[src/rtl/sys_rst_seq_if.sv]
// sys_rst_seq_if: request/ack inputs and sequenced reset outputs of the reset sequencer
interface sys_rst_seq_if #(
  parameter int N_STAGE = 4
);
  localparam int SW = N_STAGE > 1 ? $clog2(N_STAGE) : 1;
  logic sw_rst_req;
  logic [N_STAGE-1:0] ack;
  logic [N_STAGE-1:0] rst_out;
  logic busy;
  logic done;
  logic fault;
  logic [SW-1:0] fault_stage;
  modport master(output sw_rst_req, ack, input rst_out, busy, done, fault, fault_stage);
  modport slave(input sw_rst_req, ack, output rst_out, busy, done, fault, fault_stage);
endinterface

[src/rtl/sys_rst_seq.sv]
// sys_rst_seq: synchronizes reset release then releases downstream domains in order, gated on acks
module sys_rst_seq #(
  parameter int N_STAGE  = 4,
  parameter int SYNC_LEN = 2,
  parameter int HOLD_CYC = 16,
  parameter int GAP_CYC  = 8,
  parameter int ACK_TO   = 1024
) (
  input logic clk,
  input logic rst,
  sys_rst_seq_if.slave bus
);
  localparam int SW = N_STAGE > 1 ? $clog2(N_STAGE) : 1;
  localparam int LHG = HOLD_CYC > GAP_CYC ? HOLD_CYC : GAP_CYC;
  localparam int LIM = LHG > ACK_TO ? LHG : ACK_TO;
  localparam int CW = $clog2(LIM + 1) + 1;
  localparam logic [SW-1:0] LAST = SW'(N_STAGE - 1);
  localparam logic [CW-1:0] C_HOLD = CW'(HOLD_CYC - 1);
  localparam logic [CW-1:0] C_GAP = CW'(GAP_CYC);
  localparam logic [CW-1:0] C_TO = CW'(ACK_TO);
  localparam logic [CW-1:0] C_MAX = '1;
  typedef enum logic [2:0] {SYNC, HOLD, WAIT, GAP, DONE, FAULT} state_t;
  state_t state;
  logic [SYNC_LEN-2:0] sync_q;
  logic sw_q;
  logic [CW-1:0] cnt;
  logic [CW-1:0] cnt_inc;
  logic [SW-1:0] stg;
  assign cnt_inc = cnt == C_MAX ? cnt : cnt + 1'b1;
  // the state register itself acts as the final synchronizer stage
  always_ff @(posedge clk or posedge rst)
    if (rst) begin
      sync_q <= '1;
      sw_q <= 1'b0;
      state <= SYNC;
      cnt <= '0;
      stg <= '0;
      bus.rst_out <= '1;
      bus.busy <= 1'b1;
      bus.done <= 1'b0;
      bus.fault <= 1'b0;
      bus.fault_stage <= '0;
    end else begin
      sync_q <= sync_q << 1;
      sw_q <= bus.sw_rst_req && state != SYNC;
      if (sw_q) begin
        state <= HOLD;
        cnt <= '0;
        stg <= '0;
        bus.rst_out <= '1;
        bus.busy <= 1'b1;
        bus.done <= 1'b0;
        bus.fault <= 1'b0;
        bus.fault_stage <= '0;
      end else
        case (state)
          SYNC: if (!sync_q[SYNC_LEN-2]) state <= HOLD;
          HOLD:
            if (cnt == C_HOLD) begin
              bus.rst_out[0] <= 1'b0;
              state <= WAIT;
              cnt <= '0;
            end else cnt <= cnt_inc;
          WAIT:
            if (ACK_TO != 0 && cnt == C_TO) begin
              state <= FAULT;
              bus.rst_out <= '1;
              bus.busy <= 1'b0;
              bus.fault <= 1'b1;
              bus.fault_stage <= stg;
            end else if (bus.ack[stg]) begin
              state <= stg == LAST ? DONE : GAP;
              cnt <= '0;
            end else cnt <= cnt_inc;
          GAP:
            if (cnt == C_GAP) begin
              bus.rst_out[stg+1'b1] <= 1'b0;
              stg <= stg + 1'b1;
              state <= WAIT;
              cnt <= '0;
            end else cnt <= cnt_inc;
          DONE: begin
            bus.busy <= 1'b0;
            bus.done <= 1'b1;
          end
          default: ;
        endcase
    end
endmodule

[src/flat_wrapper.sv]
// flat-port wrapper written by rule: the top's interface ports become plain ports
module sys_rst_seq_flat 
#(
  parameter int N_STAGE  = 4,
  parameter int SYNC_LEN = 2,
  parameter int HOLD_CYC = 16,
  parameter int GAP_CYC  = 8,
  parameter int ACK_TO   = 1024
)
  (clk, rst, bus_sw_rst_req, bus_ack, bus_rst_out, bus_busy, bus_done, bus_fault, bus_fault_stage);
  sys_rst_seq_if #(.N_STAGE(N_STAGE)) bus_i ();
  input logic clk;
  input logic rst;
  input wire logic [$bits(bus_i.sw_rst_req)-1:0] bus_sw_rst_req;
  input wire logic [$bits(bus_i.ack)-1:0] bus_ack;
  output wire logic [$bits(bus_i.rst_out)-1:0] bus_rst_out;
  output wire logic [$bits(bus_i.busy)-1:0] bus_busy;
  output wire logic [$bits(bus_i.done)-1:0] bus_done;
  output wire logic [$bits(bus_i.fault)-1:0] bus_fault;
  output wire logic [$bits(bus_i.fault_stage)-1:0] bus_fault_stage;
  assign bus_i.sw_rst_req = bus_sw_rst_req;
  assign bus_i.ack = bus_ack;
  assign bus_rst_out = bus_i.rst_out;
  assign bus_busy = bus_i.busy;
  assign bus_done = bus_i.done;
  assign bus_fault = bus_i.fault;
  assign bus_fault_stage = bus_i.fault_stage;
  sys_rst_seq #(.N_STAGE(N_STAGE), .SYNC_LEN(SYNC_LEN), .HOLD_CYC(HOLD_CYC), .GAP_CYC(GAP_CYC), .ACK_TO(ACK_TO)) u_core (.clk(clk), .rst(rst), .bus(bus_i));
endmodule
[config.mk]
export PLATFORM = sky130hd
export DESIGN_NAME = sys_rst_seq_flat
export DESIGN_NICKNAME = d
export VERILOG_FILES = /design/src/rtl/sys_rst_seq_if.sv /design/src/rtl/sys_rst_seq.sv /design/src/flat_wrapper.sv
export SDC_FILE = /design/constraint.sdc
export NUM_CORES = 1
export LEC_CHECK = 0
export BUFFER_PORTS_ARGS = -buffer_cell sky130_fd_sc_hd__buf_2
export CORE_MARGIN = 4
export CORE_UTILIZATION = 40
export CTS_BUF_LIST = sky130_fd_sc_hd__clkbuf_8
export CTS_CLUSTER_SIZE = 12
export DETAILED_ROUTE_END_ITERATION = 10
export GPL_ROUTABILITY_DRIVEN = 0
export PLACE_DENSITY = 0.63
export SETUP_SLACK_MARGIN = 0.02
export SYNTH_ARGS = -nofsm -noshare
export SYNTH_HDL_FRONTEND = slang
export SYNTH_SLANG_ARGS = --single-unit
[constraint.sdc]
create_clock -name clk -period 2.78 [get_ports clk]
set_clock_uncertainty 0.1 [all_clocks]
set_input_delay 0 -clock clk [delete_from_list [all_inputs] [get_ports clk]]
set_output_delay 0 -clock clk [all_outputs]
set_load 0.01 [all_outputs]
Yosys cells after proc, flatten, opt, wreduce, memory -nomap -nowiden
Cells that the tools add are included.

Register bits: 28.

Reduce and logical (&&, ||, !) cells: 20. Add/sub/neg operators: 2. Equality and inequality tests: 15. Bitwise gates (word level): 2. Magnitude comparators: 3. Muxes and demuxes: 39.

Operator list (number): 12-bit two-way mux (6); 12-bit case mux with 3 select lines (1); 12-bit by 4-bit equality test with 1-bit output, second input constant (2); 3-bit two-way mux (7); 12-bit by 1-bit adder with 12-bit output, second input constant (1); 12-bit by 11-bit equality test with 1-bit output, second input constant (1); 12-bit equality test, second input constant (1); 2-bit two-way mux (6); 4-bit two-way mux (3); 3-bit case mux with 4 select lines (1); 1-bit two-way mux (10); 2-bit nonzero test (5); 3-bit by 1-bit inequality test with 1-bit output, second input constant (3); 3-bit nonzero test (3); 2-bit AND reduction (4); 3-bit by 2-bit equality test with 1-bit output, second input constant (2); 2-bit by 3-bit less-than comparator with 1-bit output, second input constant (2); 3-bit case mux with 2 select lines (1); 5-bit AND reduction (1); 5-bit nonzero test (1); 4-bit bitwise AND (1); 4-bit by 1-bit inequality test with 1-bit output, second input constant (1); 4-bit inverter (1); 4-bit AND reduction (1); 15 further kinds (16).

Logic depth before layout (Yosys ltp)
Word-level depth: 10. Gate-level depth with buffers: 8. Gate-level depth less buffers: 7.

Worst setup path before layout
Ideal clock, no wire load.

Kind: flip-flop to flip-flop. Start: reg u_core.cnt[5]. End: reg u_core.cnt[9]. Setup slack: 0.545 ns. Period minus slack after synthesis: 2.235 ns. Stages on the path, launching flop included: 8. Arrival: 1.999 ns. Buffers on the path: 2. Cells stage by stage: dfrtp_1 -> buf_2 -> or4b_2 -> nor4_2 -> o31ai_2 -> buf_2 -> a21oi_1 -> nor3_1.

Cells in the longest elaborated chain, start to end: 6. Elaborated cells between the ends (all ways): 14.

RTL lines: from (decl) (line sys_rst_seq.sv:26) `logic [CW-1:0] cnt;`; from (signal assigned) (line sys_rst_seq.sv:63) `end else cnt <= cnt_inc;`; from (signal assigned) (line sys_rst_seq.sv:74) `end else cnt <= cnt_inc;`; from (signal assigned) (line sys_rst_seq.sv:81) `end else cnt <= cnt_inc;`; 12-bit by 1-bit adder with 12-bit output or 12-bit equality test (tied branches) (line sys_rst_seq.sv:29) `assign cnt_inc = cnt == C_MAX ? cnt : cnt + 1'b1;`; 12-bit two-way mux (line sys_rst_seq.sv:29); 12-bit two-way mux (line sys_rst_seq.sv:71) `end else if (bus.ack[stg]) begin`; 12-bit two-way mux (line sys_rst_seq.sv:65) `if (ACK_TO != 0 && cnt == C_TO) begin`; 12-bit case mux with 3 select lines (line sys_rst_seq.sv:56) `case (state)`; 12-bit two-way mux (line sys_rst_seq.sv:46) `if (sw_q) begin`.

Parallel ways exist; a longest one is shown, timed or not. The select of a mux whose other input is x is not followed. A chain may end at the register's enable or synchronous reset.

Worst setup path in the final report
Start: reg u_core.cnt[5]. End: reg u_core.cnt[7].

Same word-level chain as after synthesis.

==> metrics.json <==
{
  "outcome": {"value": "completed"},
  "pin_count_of_the_biggest_net_entering_global_routing": {"value": 26},
  "io_pins": {"value": 16},
  "most-common-layout-cells": {"value": "22 x sky130_fd_sc_hd__dfrtp_1, 17 x sky130_fd_sc_hd__a21oi_1, 16 x sky130_fd_sc_hd__nor2_1, 15 x sky130_fd_sc_hd__buf_2, 13 x sky130_fd_sc_hd__nor3_1"},
  "timing.hold.worst.start": {"value": "bus_ack[2]"},
  "grt.total_usage": {"value": 0.167},
  "synth_simple_gate_area_frac": {"value": 0.279},
  "drt_first_iter_violations": {"value": 140},
  "synth_cell_type_count": {"value": 48},
  "area_fraction_in_compound_gates_after_synthesis": {"value": 0.177},
  "worstSkewPairLatency": {"value": 0.28, "unit": "ns"},
  "number_of_max_cap_violations": {"value": 0},
  "multi_input_area": {"value": 932, "unit": "um2"},
  "finish.net_count": {"value": 222},
  "crit_slowest_cell": {"value": "sky130_fd_sc_hd__or4b_2"},
  "synth_flop_cell": {"value": "sky130_fd_sc_hd__dfrtp_1"},
  "crit_type": {"value": "flop to flop"},
  "ant_nets": {"value": 0},
  "cts.root.buffer_cell": {"value": "sky130_fd_sc_hd__clkbuf_8"},
  "floorplan.die_area": {"value": 0.00546, "unit": "mm2"},
  "synth_adder_area_share": {"value": 0.0432},
  "finalInstanceArea": {"value": 0.00194, "unit": "mm2"},
  "timing.critical_path.slowest_cell_delay": {"value": 0.73, "unit": "ns"},
  "routed_wl": {"value": 4010, "unit": "um"},
  "fp.dieH": {"value": 73.9, "unit": "um"},
  "synth.ff_latch_count": {"value": 28},
  "grt_overflow": {"value": 0},
  "crit-reg2reg-capture": {"value": "u_core.cnt[7]$_DFFE_PP0P_"},
  "tritoncts": {"value": "built"},
  "vias": {"value": 1521},
  "global_route_wire_length_before_repair": {"value": 7050, "unit": "um"},
  "syn_nets": {"value": 209},
  "worst_slew_margin_relative_to_its_limit": {"value": 0.368},
  "crit_family": {"value": "simple AND/OR/NAND/NOR gates"},
  "floorplan.core_area": {"value": 0.00409, "unit": "mm2"},
  "buffer_ports.inserted": {"value": 15},
  "worst_setup_path_start_kind": {"value": "flop"},
  "power.density_cell_area": {"value": 409, "unit": "mW/mm2"},
  "total_of_warnings_raised_by_yosys": {"value": 0},
  "holdPathEnd": {"value": "u_core.state[0]$_DFFE_PP0P_"},
  "drt-pass1-iter-count": {"value": 4},
  "via_count_of_the_first_global_routing_pass": {"value": 1508},
  "combinational_family_with_the_most_area_after_synthesis": {"value": "simple AND/OR/NAND/NOR gates"},
  "tns": {"value": 0, "unit": "ns"},
  "synth_sequential_area_ratio": {"value": 0.407},
  "number_of_antenna_violations_at_the_first_check_in_global_routing": {"value": 0},
  "avgRoutedWirePerCell": {"value": 15.5, "unit": "um"},
  "synthesis.instances": {"value": 196},
  "placed_cell_area": {"value": 0.00185, "unit": "mm2"},
  "antennaDiodeCount": {"value": 0},
  "vdd_drop_max": {"value": 263, "unit": "uV"},
  "hold_path_class": {"value": "input pin to flop"},
  "syn-cell-area": {"value": 0.00174, "unit": "mm2"},
  "clock_sinks": {"value": 28},
  "synth.mux.area_fraction": {"value": 0.0302},
  "post_cts_resize_count": {"value": 0},
  "chipWidth": {"value": 73.9, "unit": "um"},
  "worst_slack": {"value": 0.422, "unit": "ns"},
  "worstReg2RegStart": {"value": "u_core.cnt[5]$_DFFE_PP0P_"},
  "final_critical_path_required_period": {"value": 2.36, "unit": "ns"},
  "regArea": {"value": 708, "unit": "um2"},
  "start_util": {"value": 0.425},
  "synthXorXnorAreaFrac": {"value": 0.00504},
  "synth_enable_flop_cells": {"value": 0},
  "most_common_cell_after_layout_fill_and_taps_aside": {"value": "sky130_fd_sc_hd__dfrtp_1"},
  "finalSetupViolations": {"value": 0},
  "crit_chain": {"value": "or4b_2 > nor4_2 > o31ai_2 > buf_4 > o21ai_0 > a211oi_1"},
  "cp.required": {"value": 2.83, "unit": "ns"},
  "p_leak": {"value": 0.000818, "unit": "uW"},
  "core.rowCount": {"value": 23},
  "drive_above_1_share": {"value": 0.178},
  "final_core_utilization": {"value": 0.476},
  "crit_fanout": {"value": 13},
  "crit_buf_inv": {"value": 1},
  "dpl_worst_slack": {"value": 0.441, "unit": "ns"},
  "ys_async_sr_fraction": {"value": 1.00},
  "area_delta_synth_final": {"value": 11.9, "unit": "%"},
  "syn-mean-instance-area": {"value": 8.87, "unit": "um2"},
  "rrSetupSlack": {"value": 0.42, "unit": "ns"},
  "timing.hold.worst_path_depth": {"value": 6},
  "dp.final_hpwl": {"value": 2830, "unit": "um"},
  "final.period_utilization": {"value": 0.848},
  "fill_cells": {"value": 405},
  "cts_made_buffers": {"value": 3},
  "report.final.hold_viol_count": {"value": 0},
  "reg2regPathDepth": {"value": 6},
  "worst-endpoint-arrival": {"value": 2.40, "unit": "ns"},
  "routed_via_density": {"value": 5.90},
  "cp-end-kind": {"value": "flop"},
  "ctsLongestPathBuffers": {"value": 2},
  "maxSlewViolCount": {"value": 0},
  "maxClockFrequency": {"value": 424, "unit": "MHz"},
  "rsz_0062_raised_after_global_routing": {"value": "no"},
  "worst-slew-pin-transition": {"value": 0.947, "unit": "ns"},
  "cts_htree_levels": {"value": 1},
  "clk_pin_slew": {"value": 0.10, "unit": "ns"},
  "route.detailed.drc": {"value": 0}
}
## registers in the layout, indices dropped and copies added (netlist names)
register / cells
u_core.cnt: 12
u_core.state: 3
u_core.bus.busy: 1
u_core.bus.fault: 1
u_core.stg: 2
u_core.bus.rst_out: 4
u_core.bus.fault_stage: 2
u_core.bus.done: 1
u_core.sync_q: 1
u_core.sw_q: 1
## synthesized netlist by cell type, types with 2 or more instances
master	count	area, um2
sky130_fd_sc_hd__nand4b_1	3	26.3
sky130_fd_sc_hd__ha_1	6	75.1
sky130_fd_sc_hd__o41ai_1	2	17.5
sky130_fd_sc_hd__nor2b_1	4	25.0
sky130_fd_sc_hd__o31ai_1	2	15.0
sky130_fd_sc_hd__buf_2	3	15.0
sky130_fd_sc_hd__or3_1	3	18.8
sky130_fd_sc_hd__nor3b_1	2	15.0
sky130_fd_sc_hd__and2b_1	2	15.0
sky130_fd_sc_hd__nor3_1	13	65.1
sky130_fd_sc_hd__nand2_1	8	30.0
sky130_fd_sc_hd__a21oi_1	17	85.1
sky130_fd_sc_hd__dfstp_2	6	158
sky130_fd_sc_hd__a211oi_1	3	22.5
sky130_fd_sc_hd__clkbuf_1	11	41.3
sky130_fd_sc_hd__nand2b_1	5	31.3
sky130_fd_sc_hd__nand3_1	12	60.1
sky130_fd_sc_hd__o21ai_0	5	25.0
sky130_fd_sc_hd__nor2_1	16	60.1
sky130_fd_sc_hd__mux2i_1	3	30.0
sky130_fd_sc_hd__and3_1	3	18.8
sky130_fd_sc_hd__a31oi_1	6	37.5
sky130_fd_sc_hd__nand4_1	6	37.5
sky130_fd_sc_hd__inv_1	8	30.0
sky130_fd_sc_hd__o21bai_1	3	22.5
sky130_fd_sc_hd__dfrtp_1	22	551
## metal layers
metal,vias to the layer above,global-route usage,share of wire
met5,-,0,0
met4,0,0.0744,0.024
met3,10,0.0328,0.050
met2,44,0.246,0.45
met1,725,0.237,0.48
li1,742,-,-
## timing repair
item	CTS	global route
buffers inserted	0	0
hold buffers	2	0
endpoints found under the setup margin	0	0
hold endpoints to repair	23	0
## per-stage QoR
stage,std cells,power (uW),hold slack [ns]
after floorplan,196,455,-0.0390
after global placement,252,471,0.121
after detailed placement,252,471,0.129
after CTS,258,802,0.321
after global routing,258,825,0.357
final,258,795,0.327
## cells by family (layout without fill, tap and decap cells)
| group | Yosys count | in the layout |
|---|---|---|
| compound gates | 47 | 47 |
| other cells | 1 | 1 |
| flops | 28 | 28 |
| simple gates | 86 | 86 |
| xor+xnor | 1 | 1 |
| fa+ha+maj | 6 | 6 |
| mux | 4 | 4 |
| buf+inv | 23 | 35 |
## worst max-delay path by stage
stage	startpoint	endpoint	slack, ns	cells past startpoint
2_1_floorplan	u_core.cnt[5]$_DFFE_PP0P_	u_core.cnt[9]$_DFFE_PP0P_	0.55	7
3_3_place_gp	u_core.cnt[5]$_DFFE_PP0P_	u_core.cnt[0]$_DFFE_PP0P_	0.48	6
3_5_place_dp	u_core.cnt[5]$_DFFE_PP0P_	u_core.stg[1]$_DFFE_PP0P_	0.44	5
4_1_cts	u_core.cnt[5]$_DFFE_PP0P_	u_core.cnt[2]$_DFFE_PP0P_	0.42	6
5_1_grt	u_core.cnt[5]$_DFFE_PP0P_	u_core.cnt[0]$_DFFE_PP0P_	0.24	6
6_report	u_core.cnt[5]$_DFFE_PP0P_	u_core.cnt[7]$_DFFE_PP0P_	0.42	6
## layout make-up
type | count | share of cell area
clock buffers | 3 | 0.0212
well taps | 50 | 0.0322
multi-input cells | 145 | 0.479
repair buffers | 23 | 0.0721
inverters | 8 | 0.0154
clock inverters | 1 | 0.0154
flip-flops and latches | 28 | 0.364
## power by group
group / leakage (uW) / switching [uW] / total [uW] / internal [uW]
clock network: 0.0000357 / 137 / 331 / 193
registers: 0.000361 / 7.45 / 420 / 413
logic: 0.000422 / 26.0 / 44.0 / 18.1
## worst min-delay path: cells and delay by family
family | cells | cell delay (ns)
muxes | 1 | 0.24
AOI/OAI and AO/OA | 2 | 0.23
and+or+nand+nor | 1 | 0.06
buffers and inverters | 2 | 0.14
(Power assumes the default switching activity.)
